## src/rtl/spi_xfer_ctrl_if.sv

```systemverilog
// spi_xfer_ctrl_if: host and byte-core handshake bundle for spi_xfer_ctrl
// Host side : i_Start, i_Len, i_TX_Word -> o_Busy, o_Done, o_RX_Word
// Core side : o_TX_Byte, o_TX_DV -> i_TX_Ready, i_RX_DV, i_RX_Byte
// Chip sel  : o_SPI_CS_n (active low)
// slave modport is the controller; master modport is its environment.
interface spi_xfer_ctrl_if;
  logic        i_Start;
  logic [2:0]  i_Len;
  logic [31:0] i_TX_Word;
  logic        o_Busy;
  logic        o_Done;
  logic [31:0] o_RX_Word;
  logic [7:0]  o_TX_Byte;
  logic        o_TX_DV;
  logic        i_TX_Ready;
  logic        i_RX_DV;
  logic [7:0]  i_RX_Byte;
  logic        o_SPI_CS_n;
  modport slave (
    input  i_Start, i_Len, i_TX_Word, i_TX_Ready, i_RX_DV, i_RX_Byte,
    output o_Busy, o_Done, o_RX_Word, o_TX_Byte, o_TX_DV, o_SPI_CS_n
  );
  modport master (
    output i_Start, i_Len, i_TX_Word, i_TX_Ready, i_RX_DV, i_RX_Byte,
    input  o_Busy, o_Done, o_RX_Word, o_TX_Byte, o_TX_DV, o_SPI_CS_n
  );
endinterface

```

## src/rtl/spi_xfer_ctrl.sv

```systemverilog
// spi_xfer_ctrl: multi-byte SPI transaction sequencer with chip-select timing
// i_Clk, i_Rst : rising-edge clock, asynchronous active-high reset
// bus (slave)  : host request/response, byte handshake to the SPI master core, CS_n
// Sends 1..4 bytes MSB-first from the low 8*Len bits of i_TX_Word and
// returns the received bytes right-justified in o_RX_Word.
module spi_xfer_ctrl #(
  parameter int CS_LEAD_CLKS = 2,
  parameter int CS_LAG_CLKS  = 2,
  parameter int CS_IDLE_CLKS = 2
) (
  input logic i_Clk,
  input logic i_Rst,
  spi_xfer_ctrl_if.slave bus
);
  typedef enum logic [2:0] {IDLE, CS_LEAD, SEND, WAIT_RX, CS_LAG, CS_IDLE} state_t;
  state_t      state;
  logic [7:0]  cnt;
  logic [2:0]  rem;
  logic [31:0] tx_q;
  logic [31:0] rx_q;
  logic [7:0]  next_byte;
  // rem counts down from Len, so the next byte sits at bits [8*rem-1 -: 8]
  always_comb
    next_byte = rem == 3'd4 ? tx_q[31:24] :
                rem == 3'd3 ? tx_q[23:16] :
                rem == 3'd2 ? tx_q[15:8]  : tx_q[7:0];
  always_ff @(posedge i_Clk or posedge i_Rst) begin
    if (i_Rst) begin
      state          <= IDLE;
      cnt            <= '0;
      rem            <= '0;
      tx_q           <= '0;
      rx_q           <= '0;
      bus.o_SPI_CS_n <= 1'b1;
      bus.o_Busy     <= 1'b0;
      bus.o_Done     <= 1'b0;
      bus.o_TX_DV    <= 1'b0;
      bus.o_TX_Byte  <= '0;
      bus.o_RX_Word  <= '0;
    end else begin
      bus.o_Done  <= 1'b0;
      bus.o_TX_DV <= 1'b0;
      case (state)
        IDLE:
          if (bus.i_Start && bus.i_Len >= 3'd1 && bus.i_Len <= 3'd4) begin
            tx_q           <= bus.i_TX_Word;
            rem            <= bus.i_Len;
            rx_q           <= '0;
            cnt            <= '0;
            bus.o_SPI_CS_n <= 1'b0;
            bus.o_Busy     <= 1'b1;
            state          <= CS_LEAD;
          end
        CS_LEAD:
          if (cnt == 8'(CS_LEAD_CLKS - 1)) begin
            cnt   <= '0;
            state <= SEND;
          end else cnt <= cnt + 8'd1;
        SEND:
          if (bus.i_TX_Ready) begin
            bus.o_TX_DV   <= 1'b1;
            bus.o_TX_Byte <= next_byte;
            state         <= WAIT_RX;
          end
        WAIT_RX:
          if (bus.i_RX_DV) begin
            rx_q  <= {rx_q[23:0], bus.i_RX_Byte};
            rem   <= rem - 3'd1;
            cnt   <= '0;
            state <= rem == 3'd1 ? CS_LAG : SEND;
          end
        // Ready back high means the core has finished its last SPI edge
        CS_LAG:
          if (bus.i_TX_Ready) begin
            if (cnt == 8'(CS_LAG_CLKS - 1)) begin
              cnt            <= '0;
              bus.o_SPI_CS_n <= 1'b1;
              bus.o_Done     <= 1'b1;
              bus.o_RX_Word  <= rx_q;
              state          <= CS_IDLE;
            end else cnt <= cnt + 8'd1;
          end
        CS_IDLE:
          if (cnt == 8'(CS_IDLE_CLKS - 1)) begin
            cnt        <= '0;
            bus.o_Busy <= 1'b0;
            state      <= IDLE;
          end else cnt <= cnt + 8'd1;
        default: state <= IDLE;
      endcase
    end
  end
endmodule

```

## src/flat_wrapper.sv

```systemverilog
// flat-port wrapper written by rule: the top's interface ports become plain ports
module spi_xfer_ctrl_flat 
#(
  parameter int CS_LEAD_CLKS = 2,
  parameter int CS_LAG_CLKS  = 2,
  parameter int CS_IDLE_CLKS = 2
)
  (i_Clk, i_Rst, bus_i_Start, bus_i_Len, bus_i_TX_Word, bus_i_TX_Ready, bus_i_RX_DV, bus_i_RX_Byte, bus_o_Busy, bus_o_Done, bus_o_RX_Word, bus_o_TX_Byte, bus_o_TX_DV, bus_o_SPI_CS_n);
  spi_xfer_ctrl_if bus_i ();
  input logic i_Clk;
  input logic i_Rst;
  input wire logic [$bits(bus_i.i_Start)-1:0] bus_i_Start;
  input wire logic [$bits(bus_i.i_Len)-1:0] bus_i_Len;
  input wire logic [$bits(bus_i.i_TX_Word)-1:0] bus_i_TX_Word;
  input wire logic [$bits(bus_i.i_TX_Ready)-1:0] bus_i_TX_Ready;
  input wire logic [$bits(bus_i.i_RX_DV)-1:0] bus_i_RX_DV;
  input wire logic [$bits(bus_i.i_RX_Byte)-1:0] bus_i_RX_Byte;
  output wire logic [$bits(bus_i.o_Busy)-1:0] bus_o_Busy;
  output wire logic [$bits(bus_i.o_Done)-1:0] bus_o_Done;
  output wire logic [$bits(bus_i.o_RX_Word)-1:0] bus_o_RX_Word;
  output wire logic [$bits(bus_i.o_TX_Byte)-1:0] bus_o_TX_Byte;
  output wire logic [$bits(bus_i.o_TX_DV)-1:0] bus_o_TX_DV;
  output wire logic [$bits(bus_i.o_SPI_CS_n)-1:0] bus_o_SPI_CS_n;
  assign bus_i.i_Start = bus_i_Start;
  assign bus_i.i_Len = bus_i_Len;
  assign bus_i.i_TX_Word = bus_i_TX_Word;
  assign bus_i.i_TX_Ready = bus_i_TX_Ready;
  assign bus_i.i_RX_DV = bus_i_RX_DV;
  assign bus_i.i_RX_Byte = bus_i_RX_Byte;
  assign bus_o_Busy = bus_i.o_Busy;
  assign bus_o_Done = bus_i.o_Done;
  assign bus_o_RX_Word = bus_i.o_RX_Word;
  assign bus_o_TX_Byte = bus_i.o_TX_Byte;
  assign bus_o_TX_DV = bus_i.o_TX_DV;
  assign bus_o_SPI_CS_n = bus_i.o_SPI_CS_n;
  spi_xfer_ctrl #(.CS_LEAD_CLKS(CS_LEAD_CLKS), .CS_LAG_CLKS(CS_LAG_CLKS), .CS_IDLE_CLKS(CS_IDLE_CLKS)) u_core (.i_Clk(i_Clk), .i_Rst(i_Rst), .bus(bus_i));
endmodule
```

## config.mk

```make
export PLATFORM = sky130hd
export DESIGN_NAME = spi_xfer_ctrl_flat
export DESIGN_NICKNAME = d
export VERILOG_FILES = /design/src/rtl/spi_xfer_ctrl_if.sv /design/src/rtl/spi_xfer_ctrl.sv /design/src/flat_wrapper.sv
export SDC_FILE = /design/constraint.sdc
export NUM_CORES = 1
export LEC_CHECK = 0
export ABC_AREA = 1
export CORE_MARGIN = 2
export CORE_UTILIZATION = 54
export CTS_BUF_LIST = sky130_fd_sc_hd__clkbuf_16
export CTS_CLUSTER_DIAMETER = 200
export CTS_CLUSTER_SIZE = 40
export DETAILED_ROUTE_END_ITERATION = 10
export PLACE_DENSITY = 0.91
export RECOVER_POWER = 50
export SLEW_MARGIN = 25
export SYNTH_ARGS = -nofsm -noshare
export SYNTH_HDL_FRONTEND = slang
export SYNTH_SLANG_ARGS = --single-unit
```

## constraint.sdc

```tcl
create_clock -name i_Clk -period 9.1 [get_ports i_Clk]
set_input_delay 1.365 -clock i_Clk [delete_from_list [all_inputs] [get_ports i_Clk]]
set_output_delay 1.365 -clock i_Clk [all_outputs]
set_load 0.01 [all_outputs]
```

# After elaboration in Yosys (flattened, before gate mapping)
# Cells that the tools add are included.
[word_totals] regBits=122 latch_bits=0 ram_bits=0 mem_bits_ro=0 out_inout_bits=44 wordCells=83 memories=0
[op_classes] add_sub_neg=2 n_mul=0 n_div=0 n_lt_le_gt_ge=2 eq_ne=17 shift=0 mux=35 bitwise_logic=0 reduce_logical=16
[op_table] cell="2-to-1 mux 32 bit" count=2
[op_table] cell="case mux 32 bit (2 select lines)" count=1
[op_table] cell="2-to-1 mux 8 bit" count=7
[op_table] cell="case mux 8 bit (4 select lines)" count=1
[op_table] cell="2-to-1 mux 3 bit" count=10
[op_table] cell="case mux 3 bit (6 select lines)" count=1
[op_table] cell="== test 3 x 2 -> 1 bit (second input constant)" count=4
[op_table] cell="2-to-1 mux 1 bit" count=10
[op_table] cell="== test 3 bit (second input constant)" count=3
[op_table] cell="AND reduction 3 bit" count=3
[op_table] cell="adder 8 x 1 -> 8 bit (second input constant)" count=1
[op_table] cell="== test 8 x 1 -> 1 bit (second input constant)" count=1
[op_table] cell="!= test 2 x 1 -> 1 bit (second input constant)" count=4
[op_table] cell="AND reduction 4 bit" count=2
[op_table] cell="AND reduction 7 bit" count=1
[op_table] cell="== test 3 x 1 -> 1 bit (second input constant)" count=2
[op_table] cell="!= test 2 bit (second input constant)" count=3
[op_table] cell="case mux 3 bit (2 select lines)" count=1
[op_table] cell="nonzero test 2 bit" count=3
[op_table] cell="case mux 1 bit (2 select lines)" count=2
[op_table] cell="AND reduction 2 bit" count=2
[op_table] cell="nonzero test 4 bit" count=1
[op_table] cell="greater-or-equal comparator 3 x 1 -> 1 bit (second input constant)" count=1
[op_table] cell="less-or-equal comparator 3 bit (second input constant)" count=1
[op_table] cell="4 further kinds" count=5

# Longest topological paths before layout
# Gate-level depths: netlist (run 1).
[logic_depth] ltp_word=5 ltp_mapped=10

# Least setup slack after synthesis (run 1)
# Ideal clock, no wire load.
[synth_path] path_kind="input-to-reg" startpoint="input bus_i_Len[1]" endpoint="register u_core.rx_q[29]" setup_ps=117 arrival_time_ps=2095 required_ps=8983 setup_slack_ps=6887 stages=6 n_path_buf=2 path_cell_list="o21ai_1 nand4_2 buf_6 buf_2 nand3_1 nand2_1"
[synth_via] elab_chain_len=5 word_cells_on_any_way=6 classes_between="2 x order compare; 1 x eq/ne; 3 x reduce/logical"
[synth_lines] item="start: declaration" line="flat_wrapper.sv:13" source="input wire logic [$bits(bus_i.i_Len)-1:0] bus_i_Len;"
[synth_lines] item="greater-or-equal comparator 3 x 1 -> 1 bit" line="spi_xfer_ctrl.sv:45" source="if (bus.i_Start && bus.i_Len >= 3'd1 && bus.i_Len <= 3'd4) begin"
[synth_lines] item="logical AND 1 bit" line="spi_xfer_ctrl.sv:45"
[synth_lines] item="logical AND 1 bit (*)" line="spi_xfer_ctrl.sv:45"
[synth_lines] item="!= test 2 x 1 -> 1 bit (no source line) (*)"
[synth_lines] item="AND reduction 3 bit (no source line) (*)"
[synth_lines] item="end signal: assignment" line="spi_xfer_ctrl.sv:67" source="rx_q <= {rx_q[23:0], bus.i_RX_Byte};"
[synth_lines] item="end: declaration" line="spi_xfer_ctrl.sv:20" source="logic [31:0] rx_q;"
# Mark *: on every way between the ends. The rest lies on a longest branch, timed or not.
# A chain may end at the register's enable or synchronous reset.

# Final worst setup path (run 1)
[layout_path] startpoint="input bus_i_TX_Ready" endpoint="register u_core.bus.o_RX_Word[13]"
[layout_via] elab_chain_len=1
[layout_lines] item="start: declaration" line="flat_wrapper.sv:15" source="input wire logic [$bits(bus_i.i_TX_Ready)-1:0] bus_i_TX_Ready;"
[layout_lines] item="AND reduction 3 bit (no source line)"
[layout_lines] item="end signal: assignment" line="spi_xfer_ctrl.sv:79" source="bus.o_RX_Word <= rx_q;"
[layout_lines] item="end: declaration" line="spi_xfer_ctrl_if.sv:21" source="output o_Busy, o_Done, o_RX_Word, o_TX_Byte, o_TX_DV, o_SPI_CS_n"
# No other way between the ends.

==> impl_metrics.sql, run 1 <==
INSERT INTO impl_metrics (metric_group, metric, value, unit) VALUES
('critical_path', 'crit_buf_inv', '3', ''),
('die', 'floorplan.initialDensity', '0.5575', ''),
('logic_synthesis', 'ys_top_cells_by_area', 'sky130_fd_sc_hd__dfrtp_1, sky130_fd_sc_hd__nand2_1, sky130_fd_sc_hd__inv_1', ''),
('routing', 'drt-pass1-iter-count', '4', ''),
('pwr', 'vdd_ir_drop_max', '0.0001411', 'V'),
('timing', 'timing_max_transition_violations_final', '100', ''),
('timing', 'rsz0062_at_grt', 'false', ''),
('critical_path', 'cp.arrival', '4.58', 'ns'),
('timing', 'worstMarginPinSlew', '2.466', 'ns'),
('critical_path', 'critPathSlowestCell', 'sky130_fd_sc_hd__clkbuf_1', ''),
('logic_synthesis', 'ys_ff_latch', '122', ''),
('pwr', 'power.leakage', '3.569', 'nW'),
('logic_synthesis', 'synth_adder_area_share', '0.01600', ''),
('die', 'placeableCoreArea', '9819', 'um2'),
('logic_synthesis', 'synth_nets', '686', ''),
('die', 'placementRows', '36', ''),
('logic_synthesis', 'largest_family_of_logic_cells_by_synthesized_area', 'simple AND/OR/NAND/NOR gates', ''),
('critical_path', 'crit_path_end_kind', 'flop', ''),
('timing', 'relSlewSlack', '-0.6533', ''),
('job', 'maxcap_viol_count', '2', ''),
('critical_path', 'required', '9.39', 'ns'),
('finish', 'multi_input_area', '1971', 'um2'),
('timing', 'final_cycle_share', '0.4722', ''),
('finish', 'fin_cells', '863', ''),
('logic_synthesis', 'postSynthCellCount', '631', ''),
('critical_path', 'timing.critical_path.cells', 'dlygate4sd3_1 -> nand4_2 -> clkbuf_1 -> inv_1 -> nand2_1 -> nand2_1', ''),
('clock_network', 'cts-root-to-sink-buffers', '2', ''),
('logic_synthesis', 'yosysTopAreaCell', 'sky130_fd_sc_hd__dfrtp_1', ''),
('clock_network', 'clk_root_buffer_cell', 'sky130_fd_sc_hd__clkbuf_16', ''),
('logic_synthesis', 'synth-main-ff-cell', 'sky130_fd_sc_hd__dfrtp_1', ''),
('routing', 'routedWlPerCell', '14.85', 'um'),
('routing', 'drc_errors', '0', ''),
('outcome', 'status', 'finished with violations', ''),
('routing', 'initialDrtViolationCount', '259', ''),
('timing', 'fin_skew', '0.009611', 'ns'),
('clock_network', 'clock-sinks', '122', ''),
('critical_path', 'crit_family', 'buffers and inverters', ''),
('finish', 'finish.net_count', '772', ''),
('routing', 'via_per_inst', '5.312', ''),
('logic_synthesis', 'synth-compound-area-share', '0.1024', ''),
('die', 'io_pins', '92', ''),
('logic_synthesis', 'async_reset_ff_frac', '1.000', ''),
('logic_synthesis', 'postSynthAreaPerCell', '8.675', 'um2'),
('routing', 'vias', '4584', ''),
('grt', 'grt_max_degree', '93', ''),
('logic_synthesis', 'synth.area.mux_share', '0', ''),
('placed_design', 'dp.cells', '831', ''),
('placed_design', 'detailed_place_hpwl', '8.296', 'mm'),
('die', 'die_height', '104.7', 'um'),
('grt', 'global_route.overflow_total', '0', ''),
('timing', 'hold_violations', '0', ''),
('clock_network', 'hold_buffers', '0', ''),
('timing', 'achievable-frequency', '232.7', 'MHz'),
('finish', 'fillerInstances', '716', ''),
('logic_synthesis', 'yosys.area_share.xor_xnor', '0', ''),
('logic_synthesis', 'synth_edf_count', '0', ''),
('timing', 'setup_viol_count_final', '0', ''),
('critical_path', 'critPathMaxFanout', '41', ''),
('critical_path', 'timing.critical_path.from_type', 'input port', ''),
('critical_path', 'slowest_delay', '1.25', 'ns'),
('logic_synthesis', 'synth-seq-area-share', '0.5579', ''),
('clock_network', 'tritoncts', 'built', ''),
('grt', 'grt_pass1_vias', '4555', ''),
('pwr', 'power_density', '302.7', 'nW/um2'),
('finish', 'area.sequential', '3054', 'um2'),
('die', 'die-area', '10960', 'um2'),
('clock_network', 'cts_inserted_buffers', '17', ''),
('grt', 'global_route.usage.total', '0.2472', ''),
('grt', 'grt_pass1_wl', '21.74', 'mm'),
('outcome', 'failing_checks', 'max-capacitance violations, max-slew violations', ''),
('finish', 'syn2layout_area_growth', '27.18', '%');
[report_power, final]
group / switching [mW] / internal, mW
combinational: 0.386 / 0.231
sequential: 0.120 / 0.716
clock: 0.266 / 0.387
[Yosys cell counts, types with 4 or more instances]
cell,n
sky130_fd_sc_hd__o21ai_1,30
sky130_fd_sc_hd__o211ai_1,8
sky130_fd_sc_hd__buf_4,6
sky130_fd_sc_hd__a21oi_2,15
sky130_fd_sc_hd__nor2_1,36
sky130_fd_sc_hd__clkbuf_1,4
sky130_fd_sc_hd__inv_1,64
sky130_fd_sc_hd__dfrtp_1,121
sky130_fd_sc_hd__nand3_1,47
sky130_fd_sc_hd__nand2_1,210
sky130_fd_sc_hd__o21ai_0,22
sky130_fd_sc_hd__a21oi_1,19
sky130_fd_sc_hd__ha_1,7
sky130_fd_sc_hd__buf_2,10
sky130_fd_sc_hd__buf_6,7
[state kept, by name, indices dropped and copies added (netlist names)]
register,count
u_core.bus.o_TX_DV,1
u_core.rx_q,32
u_core.cnt,8
u_core.bus.o_SPI_CS_n,1
u_core.tx_q,32
u_core.state,3
u_core.bus.o_Done,1
u_core.bus.o_RX_Word,32
u_core.rem,3
u_core.bus.o_Busy,1
u_core.bus.o_TX_Byte,8
[cell families after synthesis]
group / after synthesis
flops: 122
buf+inv: 95
simple gates: 311
compound gates: 96
fa+ha+maj: 7
[area by class of cell]
type                       count  share of cell area
clock buffer                  17             0.06111
clock inverter                15             0.02247
tap                          133             0.02390
timing repair buffer          94              0.1335
multi-input combinational    414              0.2831
inverter                      68             0.03720
sequential                   122              0.4387
[metal layers]
layer,GRT usage,wire (um)
met1,0.3261,5217
met3,0.06114,904
met4,0.07333,187
met5,0,0
met2,0.4080,6504
[per-stage QoR]
step | hold slack, ns | power [mW] | setup WS (ns) | utilization | area (um2)
2_1_floorplan | 0.4427 | 1.271 | 4.494 | - | 5474
3_3_place_gp | 0.4633 | 1.412 | 5.618 | 0.6514 | 6396
3_5_place_dp | 0.4648 | 1.458 | 5.533 | 0.6514 | 6396
4_1_cts | 0.4784 | 2.128 | 5.931 | 0.7106 | 6978
5_1_grt | 0.4986 | 2.235 | 4.521 | 0.7090 | 6962
6_report | 0.4695 | 2.107 | 4.803 | 0.7090 | 6962
[worst reg2reg max path: stages (launching register included)]
cell and delay [ns]:
sky130_fd_sc_hd__dfrtp_1 0.43, sky130_fd_sc_hd__ha_1 0.21, sky130_fd_sc_hd__nand2_1 0.08, sky130_fd_sc_hd__nor2_2 0.06, sky130_fd_sc_hd__nand4_2 0.05, sky130_fd_sc_hd__clkbuf_1 1.25
sky130_fd_sc_hd__inv_1 0.89, sky130_fd_sc_hd__nand2_1 0.27, sky130_fd_sc_hd__nand2_1 0.08
[worst paths after layout]
| kind | startpoint | to | slack, ns | cells past startpoint |
|---|---|---|---|---|
| max in group asynchronous | i_Rst | u_core.rx_q[27] | 5.32 | 3 |
| hold / removal | u_core.bus.o_RX_Word[23] | u_core.bus.o_RX_Word[23] | 0.47 | 2 |
| min in group asynchronous | i_Rst | u_core.state[0] | 2.09 | 2 |
| setup / recovery | bus_i_TX_Ready | u_core.bus.o_RX_Word[13] | 4.80 | 6 |
| setup reg to reg | u_core.cnt[0] | u_core.bus.o_RX_Word[13] | 5.68 | 8 |
| hold reg to reg | u_core.bus.o_RX_Word[23] | u_core.bus.o_RX_Word[23] | 0.47 | 2 |
Power figures use the tool's default switching activity.
==> run 2: changes to the inputs <==
--- a/config.mk
+++ b/config.mk
@@ -7,12 +7,12 @@
 export LEC_CHECK = 0
 export ABC_AREA = 1
 export CORE_MARGIN = 2
-export CORE_UTILIZATION = 54
+export CORE_UTILIZATION = 53
 export CTS_BUF_LIST = sky130_fd_sc_hd__clkbuf_16
 export CTS_CLUSTER_DIAMETER = 200
 export CTS_CLUSTER_SIZE = 40
 export DETAILED_ROUTE_END_ITERATION = 10
-export PLACE_DENSITY = 0.91
+export PLACE_DENSITY = 0.9
 export RECOVER_POWER = 50
 export SLEW_MARGIN = 25
 export SYNTH_ARGS = -nofsm -noshare
==> constraint.sdc (replaced) <==
create_clock -name i_Clk -period 4.5 [get_ports i_Clk]
set_input_delay 0.675 -clock i_Clk [delete_from_list [all_inputs] [get_ports i_Clk]]
set_output_delay 0.675 -clock i_Clk [all_outputs]
set_load 0.01 [all_outputs]
==> impl_metrics.sql, run 2 (synthesized netlist as in run 1, its figures left out) <==
INSERT INTO impl_metrics (metric_group, metric, value, unit) VALUES
('routing', 'drc_errors', '0', ''),
('timing', 'fin_skew', '0.01353', 'ns'),
('critical_path', 'timing.critical_path.from_type', 'input port', ''),
('finish', 'finish.net_count', '772', ''),
('routing', 'vias', '4561', ''),
('timing', 'hold_violations', '0', ''),
('clock_network', 'post-cts-setup-buffer-count', '0', ''),
('routing', 'initialDrtViolationCount', '260', ''),
('critical_path', 'critPathMaxFanout', '41', ''),
('die', 'die_height', '105.6', 'um'),
('clock_network', 'hold_buffers', '0', ''),
('timing', 'final_cycle_share', '0.5965', ''),
('die', 'floorplan.initialDensity', '0.5375', ''),
('timing', 'final.min_clock_period', '2.684', 'ns'),
('critical_path', 'required', '4.84', 'ns'),
('finish', 'multi_input_area', '1971', 'um2'),
('placed_design', 'numPortBuffers', '91', ''),
('grt', 'grt_pass1_vias', '4665', ''),
('min_path', 'hold_class', 'reg2reg', ''),
('routing', 'wirelength', '12.58', 'mm'),
('clock_network', 'cts-root-to-sink-buffers', '2', ''),
('routing', 'via_per_inst', '5.267', ''),
('min_path', 'min_from', 'u_core.rx_q[28]', ''),
('clock_network', 'clock_tree.htree_level_count', '4', ''),
('critical_path', 'crit_path_end_kind', 'flop', ''),
('finish', 'area.sequential', '3054', 'um2'),
('die', 'placeableCoreArea', '10180', 'um2'),
('placed_design', 'detailed_place_hpwl', '8.121', 'mm'),
('routing', 'drtAntennaViolNets', '0', ''),
('pwr', 'p_total', '4.267', 'mW'),
('critical_path', 'cp.arrival', '3.02', 'ns'),
('grt', 'global_route.overflow_total', '0', ''),
('finish', 'antennaDiodeCount', '0', ''),
('finish', 'fin_cells', '866', ''),
('timing', 'setup_viol_count_final', '0', ''),
('routing', 'routedWlPerCell', '14.53', 'um'),
('die', 'die-area', '11160', 'um2'),
('pwr', 'power_density', '612.4', 'nW/um2'),
('die', 'io_pins', '92', ''),
('clock_network', 'clock_insertion_delay_worst_skew', '0.41', 'ns'),
('timing', 'setup-tns-final', '0', 'ns'),
('grt', 'grt_antenna_before_repair', '0', ''),
('grt', 'grt_pass1_wl', '21.19', 'mm'),
('critical_path', 'r2r_start', 'u_core.cnt[1]', ''),
('timing', 'worstMarginPinSlew', '1.170', 'ns'),
('clock_network', 'tritoncts', 'built', ''),
('clock_network', 'clk_root_buffer_cell', 'sky130_fd_sc_hd__clkbuf_16', ''),
('pwr', 'vdd_ir_drop_max', '0.0003590', 'V'),
('timing', 'timing_max_transition_violations_final', '0', ''),
('clock_network', 'clk_pin_slew', '0.06', 'ns'),
('critical_path', 'critical_path_class', 'in2reg', ''),
('finish', 'syn2layout_area_growth', '27.29', '%'),
('finish', 'mostFrequentLayoutCell', 'sky130_fd_sc_hd__nand2_1', ''),
('timing', 'relSlewSlack', '0.2199', ''),
('routing', 'drt-pass1-iter-count', '4', ''),
('placed_design', 'dp.cells', '834', ''),
('min_path', 'worstHoldEndpoint', 'u_core.bus.o_RX_Word[28]', ''),
('pwr', 'power.leakage', '3.481', 'nW'),
('finish', 'layout.cells.most_common_list', 'sky130_fd_sc_hd__nand2_1, sky130_fd_sc_hd__dfrtp_1, sky130_fd_sc_hd__clkdlybuf4s50_1, sky130_fd_sc_hd__inv_1, sky130_fd_sc_hd__nand3_1', ''),
('die', 'die_w', '105.6', 'um'),
('clock_network', 'cts.repair.resized', '0', ''),
('outcome', 'status', 'completed', ''),
('placed_design', 'place.gp.congestion', '0.8932', ''),
('finish', 'biggestRegsByFlops', 'u_core.bus.o_RX_Word x32, u_core.rx_q x32, u_core.tx_q x32', ''),
('min_path', 'min_path_cells', '2', ''),
('clock_network', 'cts_inserted_buffers', '17', ''),
('finish', 'fillerInstances', '753', ''),
('critical_path', 'worstReg2RegEnd', 'u_core.bus.o_RX_Word[18]', ''),
('timing', 'rsz0062_at_grt', 'false', ''),
('critical_path', 'worst-r2r-cell-count', '8', ''),
('job', 'maxcap_viol_count', '0', ''),
('grt', 'grt_max_degree', '81', ''),
('timing', 'achievable-frequency', '372.5', 'MHz'),
('finish', 'layout-drive-gt1-share', '0.08356', ''),
('die', 'placementRows', '37', ''),
('grt', 'global_route.usage.total', '0.2405', ''),
('clock_network', 'clock-sinks', '122', ''),
('critical_path', 'timing.reg2reg.setup_slack', '1.85', 'ns');
==> run 2: cell types whose count changed in the layout (fill, tap and decap cells not counted), moves of 2 or more <==
cell                              change
sky130_fd_sc_hd__bufinv_16            +2
sky130_fd_sc_hd__o21ai_1              -2
sky130_fd_sc_hd__clkdlybuf4s50_1     +37
sky130_fd_sc_hd__o21ai_0              +2
sky130_fd_sc_hd__dlygate4sd3_1       -37
sky130_fd_sc_hd__inv_8                -4
sky130_fd_sc_hd__clkinv_2             +4
sky130_fd_sc_hd__clkinv_1             +2
sky130_fd_sc_hd__inv_6                -4
==> run 2: layer usage <==
layer	up-vias	global-route usage	wire (um)
met1	2195	0.2872	5156
met4	0	0.1081	330
met5	-	0	0
met3	31	0.06617	807
li1	2165	-	-
met2	170	0.4069	6289
==> run 2: worst max-delay path by stage <==
stage / from / endpoint / slack (ns) / cells past startpoint
after global placement: bus_i_TX_Ready / u_core.bus.o_RX_Word[14] / 1.47 / 5
after floorplan: i_Rst / u_core.bus.o_Busy / 0.58 / 1
after detailed placement: bus_i_TX_Ready / u_core.bus.o_RX_Word[9] / 1.39 / 5
after global routing: u_core.cnt[1] / u_core.bus.o_RX_Word[18] / 1.61 / 8
final: bus_i_TX_Ready / u_core.bus.o_RX_Word[18] / 1.82 / 5
after CTS: bus_i_TX_Ready / u_core.bus.o_RX_Word[18] / 1.79 / 5
==> run 2: layout make-up <==
cell class              count  area share
clock buffers              17     0.06105
clock inverters            15     0.02280
inverters                  68     0.03771
multi-input cells         414      0.2828
flip-flops and latches    122      0.4383
well taps                 136     0.02442
repair buffers             94      0.1329
==> run 2: power by group <==
group / internal [mW] / total, mW / switching (mW)
Sequential: 1.45 / 1.69 / 0.238
Clock: 0.859 / 1.34 / 0.476
Combinational: 0.486 / 1.24 / 0.758
==> run 2: critical path, cell delays in order <==
cell,delay (ns)
sky130_fd_sc_hd__clkdlybuf4s50_1,0.55
sky130_fd_sc_hd__nand4_2,0.81
sky130_fd_sc_hd__inv_2,0.72
sky130_fd_sc_hd__nand2_1,0.14
sky130_fd_sc_hd__nand2_1,0.11
==> run 2: per-stage QoR <==
stage	setup WS [ns]	hold WS [ns]	area, um2	util
floorplan	0.5841	0.4427	5474	-
global placement	1.470	0.4526	6400	0.6284
detailed placement	1.393	0.4633	6400	0.6284
CTS	1.792	0.4809	6984	0.6857
global route	1.615	0.4990	6968	0.6842
finish	1.816	0.4751	6968	0.6842
==> run 3: changes to the inputs <==
==> constraint.sdc (replaced) <==
create_clock -name i_Clk -period 2.5 [get_ports i_Clk]
set_input_delay 0.375 -clock i_Clk [delete_from_list [all_inputs] [get_ports i_Clk]]
set_output_delay 0.375 -clock i_Clk [all_outputs]
set_load 0.01 [all_outputs]
==> impl_metrics.sql, run 3 (synthesized netlist as in run 1, its figures left out) <==
INSERT INTO impl_metrics (metric_group, metric, value, unit) VALUES
('critical_path', 'timing.critical_path.from_type', 'flop', ''),
('job', 'maxcap_viol_count', '0', ''),
('die', 'floorplan.initialDensity', '0.5375', ''),
('grt', 'grt_pass1_wl', '21.24', 'mm'),
('routing', 'routedWlPerCell', '14.34', 'um'),
('clock_network', 'clock_insertion_delay_worst_skew', '0.40', 'ns'),
('die', 'placementRows', '37', ''),
('routing', 'initialDrtViolationCount', '257', ''),
('timing', 'relSlewSlack', '0.5886', ''),
('placed_design', 'detailed_place_hpwl', '8.111', 'mm'),
('clock_network', 'clk_pin_slew', '0.06', 'ns'),
('finish', 'finish.net_count', '775', ''),
('critical_path', 'r2r_start', 'u_core.cnt[1]', ''),
('clock_network', 'cts.repair.resized', '0', ''),
('finish', 'biggestRegsByFlops', 'u_core.bus.o_RX_Word x32, u_core.rx_q x32, u_core.tx_q x32', ''),
('routing', 'vias', '4499', ''),
('finish', 'mostFrequentLayoutCell', 'sky130_fd_sc_hd__nand2_1', ''),
('critical_path', 'critPathMaxFanout', '26', ''),
('timing', 'setup_viol_count_final', '0', ''),
('clock_network', 'hold_buffers', '0', ''),
('die', 'placeableCoreArea', '10180', 'um2'),
('routing', 'drc_errors', '0', ''),
('pwr', 'clkPwrFrac', '0.298', ''),
('die', 'die-area', '11160', 'um2'),
('pwr', 'vdd_ir_drop_max', '0.0005212', 'V'),
('min_path', 'min_path_cells', '2', ''),
('critical_path', 'required', '2.84', 'ns'),
('pwr', 'p_total', '7.557', 'mW'),
('routing', 'wirelength', '12.46', 'mm'),
('clock_network', 'clock_tree.htree_level_count', '4', ''),
('pwr', 'total_switching_power', '2.693', 'mW'),
('clock_network', 'clk_root_buffer_cell', 'sky130_fd_sc_hd__clkbuf_16', ''),
('timing', 'worstMarginPinSlew', '0.6170', 'ns'),
('min_path', 'hold_class', 'reg2reg', ''),
('routing', 'via_per_inst', '5.177', ''),
('grt', 'grt_antenna_before_repair', '0', ''),
('placed_design', 'place_ws', '0.5705', 'ns'),
('grt', 'grt_max_degree', '123', ''),
('timing', 'timing_max_transition_violations_final', '0', ''),
('die', 'die_height', '105.6', 'um'),
('routing', 'drtAntennaViolNets', '0', ''),
('outcome', 'status', 'completed', ''),
('critical_path', 'crit_family', 'simple AND/OR/NAND/NOR gates', ''),
('timing', 'fin_skew', '0.008968', 'ns'),
('critical_path', 'critical_path_class', 'reg2reg', ''),
('timing', 'setup-tns-final', '0', 'ns'),
('grt', 'grt_pass1_vias', '4632', ''),
('clock_network', 'tritoncts', 'built', ''),
('pwr', 'power_density', '1082', 'nW/um2'),
('routing', 'drt-pass1-iter-count', '6', ''),
('die', 'io_pins', '92', ''),
('min_path', 'min_from', 'u_core.rx_q[28]', ''),
('finish', 'final_core_util', '0.6859', ''),
('timing', 'final.hold.worst_slack', '0.4725', 'ns'),
('timing', 'hold_violations', '0', ''),
('finish', 'syn2layout_area_growth', '27.61', '%'),
('pwr', 'power.leakage', '3.477', 'nW'),
('critical_path', 'critical-path-top-cell-by-count', 'sky130_fd_sc_hd__nand2_1', ''),
('critical_path', 'worst-r2r-cell-count', '8', ''),
('timing', 'final_cycle_share', '0.7668', ''),
('critical_path', 'timing.reg2reg.setup_slack', '0.58', 'ns'),
('pwr', 'power.share.sequential', '0.401', ''),
('grt', 'global_route.overflow_total', '0', ''),
('timing', 'rsz0062_at_grt', 'false', ''),
('critical_path', 'crit_path_end_kind', 'flop', ''),
('timing', 'finalWorstSetupSlack', '0.5829', 'ns'),
('grt', 'global_route.usage.total', '0.2390', ''),
('die', 'die_w', '105.6', 'um'),
('placed_design', 'place.gp.congestion', '0.8866', ''),
('critical_path', 'crit_buf_inv', '2', ''),
('finish', 'antennaDiodeCount', '0', ''),
('clock_network', 'clock-sinks', '122', ''),
('min_path', 'worstHoldEndpoint', 'u_core.bus.o_RX_Word[28]', ''),
('critical_path', 'timing.critical_path.cells', 'inv_1 -> ha_1 -> nand2_1 -> nor2_1 -> nand4_1 -> inv_2 -> nand2_1 -> nand2_1', ''),
('clock_network', 'cts-root-to-sink-buffers', '2', ''),
('pwr', 'power_report.internal_total', '4.864', 'mW'),
('finish', 'layout-drive-gt1-share', '0.08868', ''),
('critical_path', 'slowest_delay', '0.45', 'ns'),
('placed_design', 'numPortBuffers', '91', ''),
('pwr', 'comb_power_share', '0.300', ''),
('timing', 'achievable-frequency', '521.6', 'MHz'),
('critical_path', 'cp.arrival', '2.26', 'ns'),
('pwr', 'power.share.switching', '0.3564', ''),
('critical_path', 'critPathSlowestCell', 'sky130_fd_sc_hd__inv_2', ''),
('finish', 'layout.cells.most_common_list', 'sky130_fd_sc_hd__nand2_1, sky130_fd_sc_hd__dfrtp_1, sky130_fd_sc_hd__clkdlybuf4s50_1, sky130_fd_sc_hd__inv_1, sky130_fd_sc_hd__nand3_1', ''),
('clock_network', 'post-cts-setup-buffer-count', '0', ''),
('critical_path', 'worstReg2RegEnd', 'u_core.bus.o_RX_Word[11]', ''),
('timing', 'final.min_clock_period', '1.917', 'ns'),
('clock_network', 'cts_inserted_buffers', '17', '');
-- run 3: cell count changes in the layout (fill, tap and decap cells not counted), sizes merged --
cell / previous run / this run
clkbuf: 19 / 17
clkinvlp: 2 / 5
clkdlybuf4s50: 87 / 90
dlygate4sd3: 4 / 1
buf: 1 / 6
inv: 68 / 67
bufinv: 3 / 1
-- run 3: power groups by stage --
stage | registers (mW) | logic, mW | clock network [mW]
after floorplan | 2.95 | 1.68 | 0
after global placement | 3.03 | 2.16 | 0
after detailed placement | 3.06 | 2.28 | 0
after CTS | 3.04 | 2.32 | 2.28
after global routing | 3.10 | 2.57 | 2.37
final | 3.03 | 2.27 | 2.25
-- run 3: layout make-up --
| type | instances | area, um2 |
|---|---|---|
| timing repair buffer | 97 | 993.5 |
| clock buffer | 17 | 425.4 |
| sequential | 122 | 3054 |
| multi-input combinational | 414 | 1953 |
| tap | 136 | 170.2 |
| clock inverter | 15 | 127.6 |
| fill | 756 | 3199 |
| inverter | 68 | 261.5 |
-- run 3: routing by layer --
layer | track usage | vias up | wire (um)
met1 | 0.2941 | 2158 | 5169
met2 | 0.4134 | 151 | 6366
met5 | 0 | - | 0
met3 | 0.06926 | 10 | 818
li1 | - | 2180 | -
met4 | 0.06485 | 0 | 108
-- run 3: tightest hold or removal path, stage by stage (launching register included) --
cell	delay, ns
sky130_fd_sc_hd__dfrtp_1	0.34
sky130_fd_sc_hd__nand2_1	0.05
sky130_fd_sc_hd__nand2_1	0.04
-- run 3: worst max-delay path by stage --
stage                                      from                  endpoint  depth (start not counted)
after CTS                 u_core.bus.o_SPI_CS_n            bus_o_SPI_CS_n                          1
after global routing              u_core.cnt[5]  u_core.bus.o_RX_Word[11]                          7
after global placement             bus_i_Len[1]             u_core.cnt[6]                          7
after floorplan                           i_Rst         u_core.bus.o_Busy                          1
after detailed placement           bus_i_Len[1]           u_core.state[2]                          7
final                             u_core.cnt[1]  u_core.bus.o_RX_Word[11]                          8
-- run 3: stage by stage --
stage | std cells | cell area, um2
final | 869 | 6985
after floorplan | 631 | 5478
after global placement | 837 | 6461
after global routing | 869 | 6985
after CTS | 869 | 7014
after detailed placement | 837 | 6461
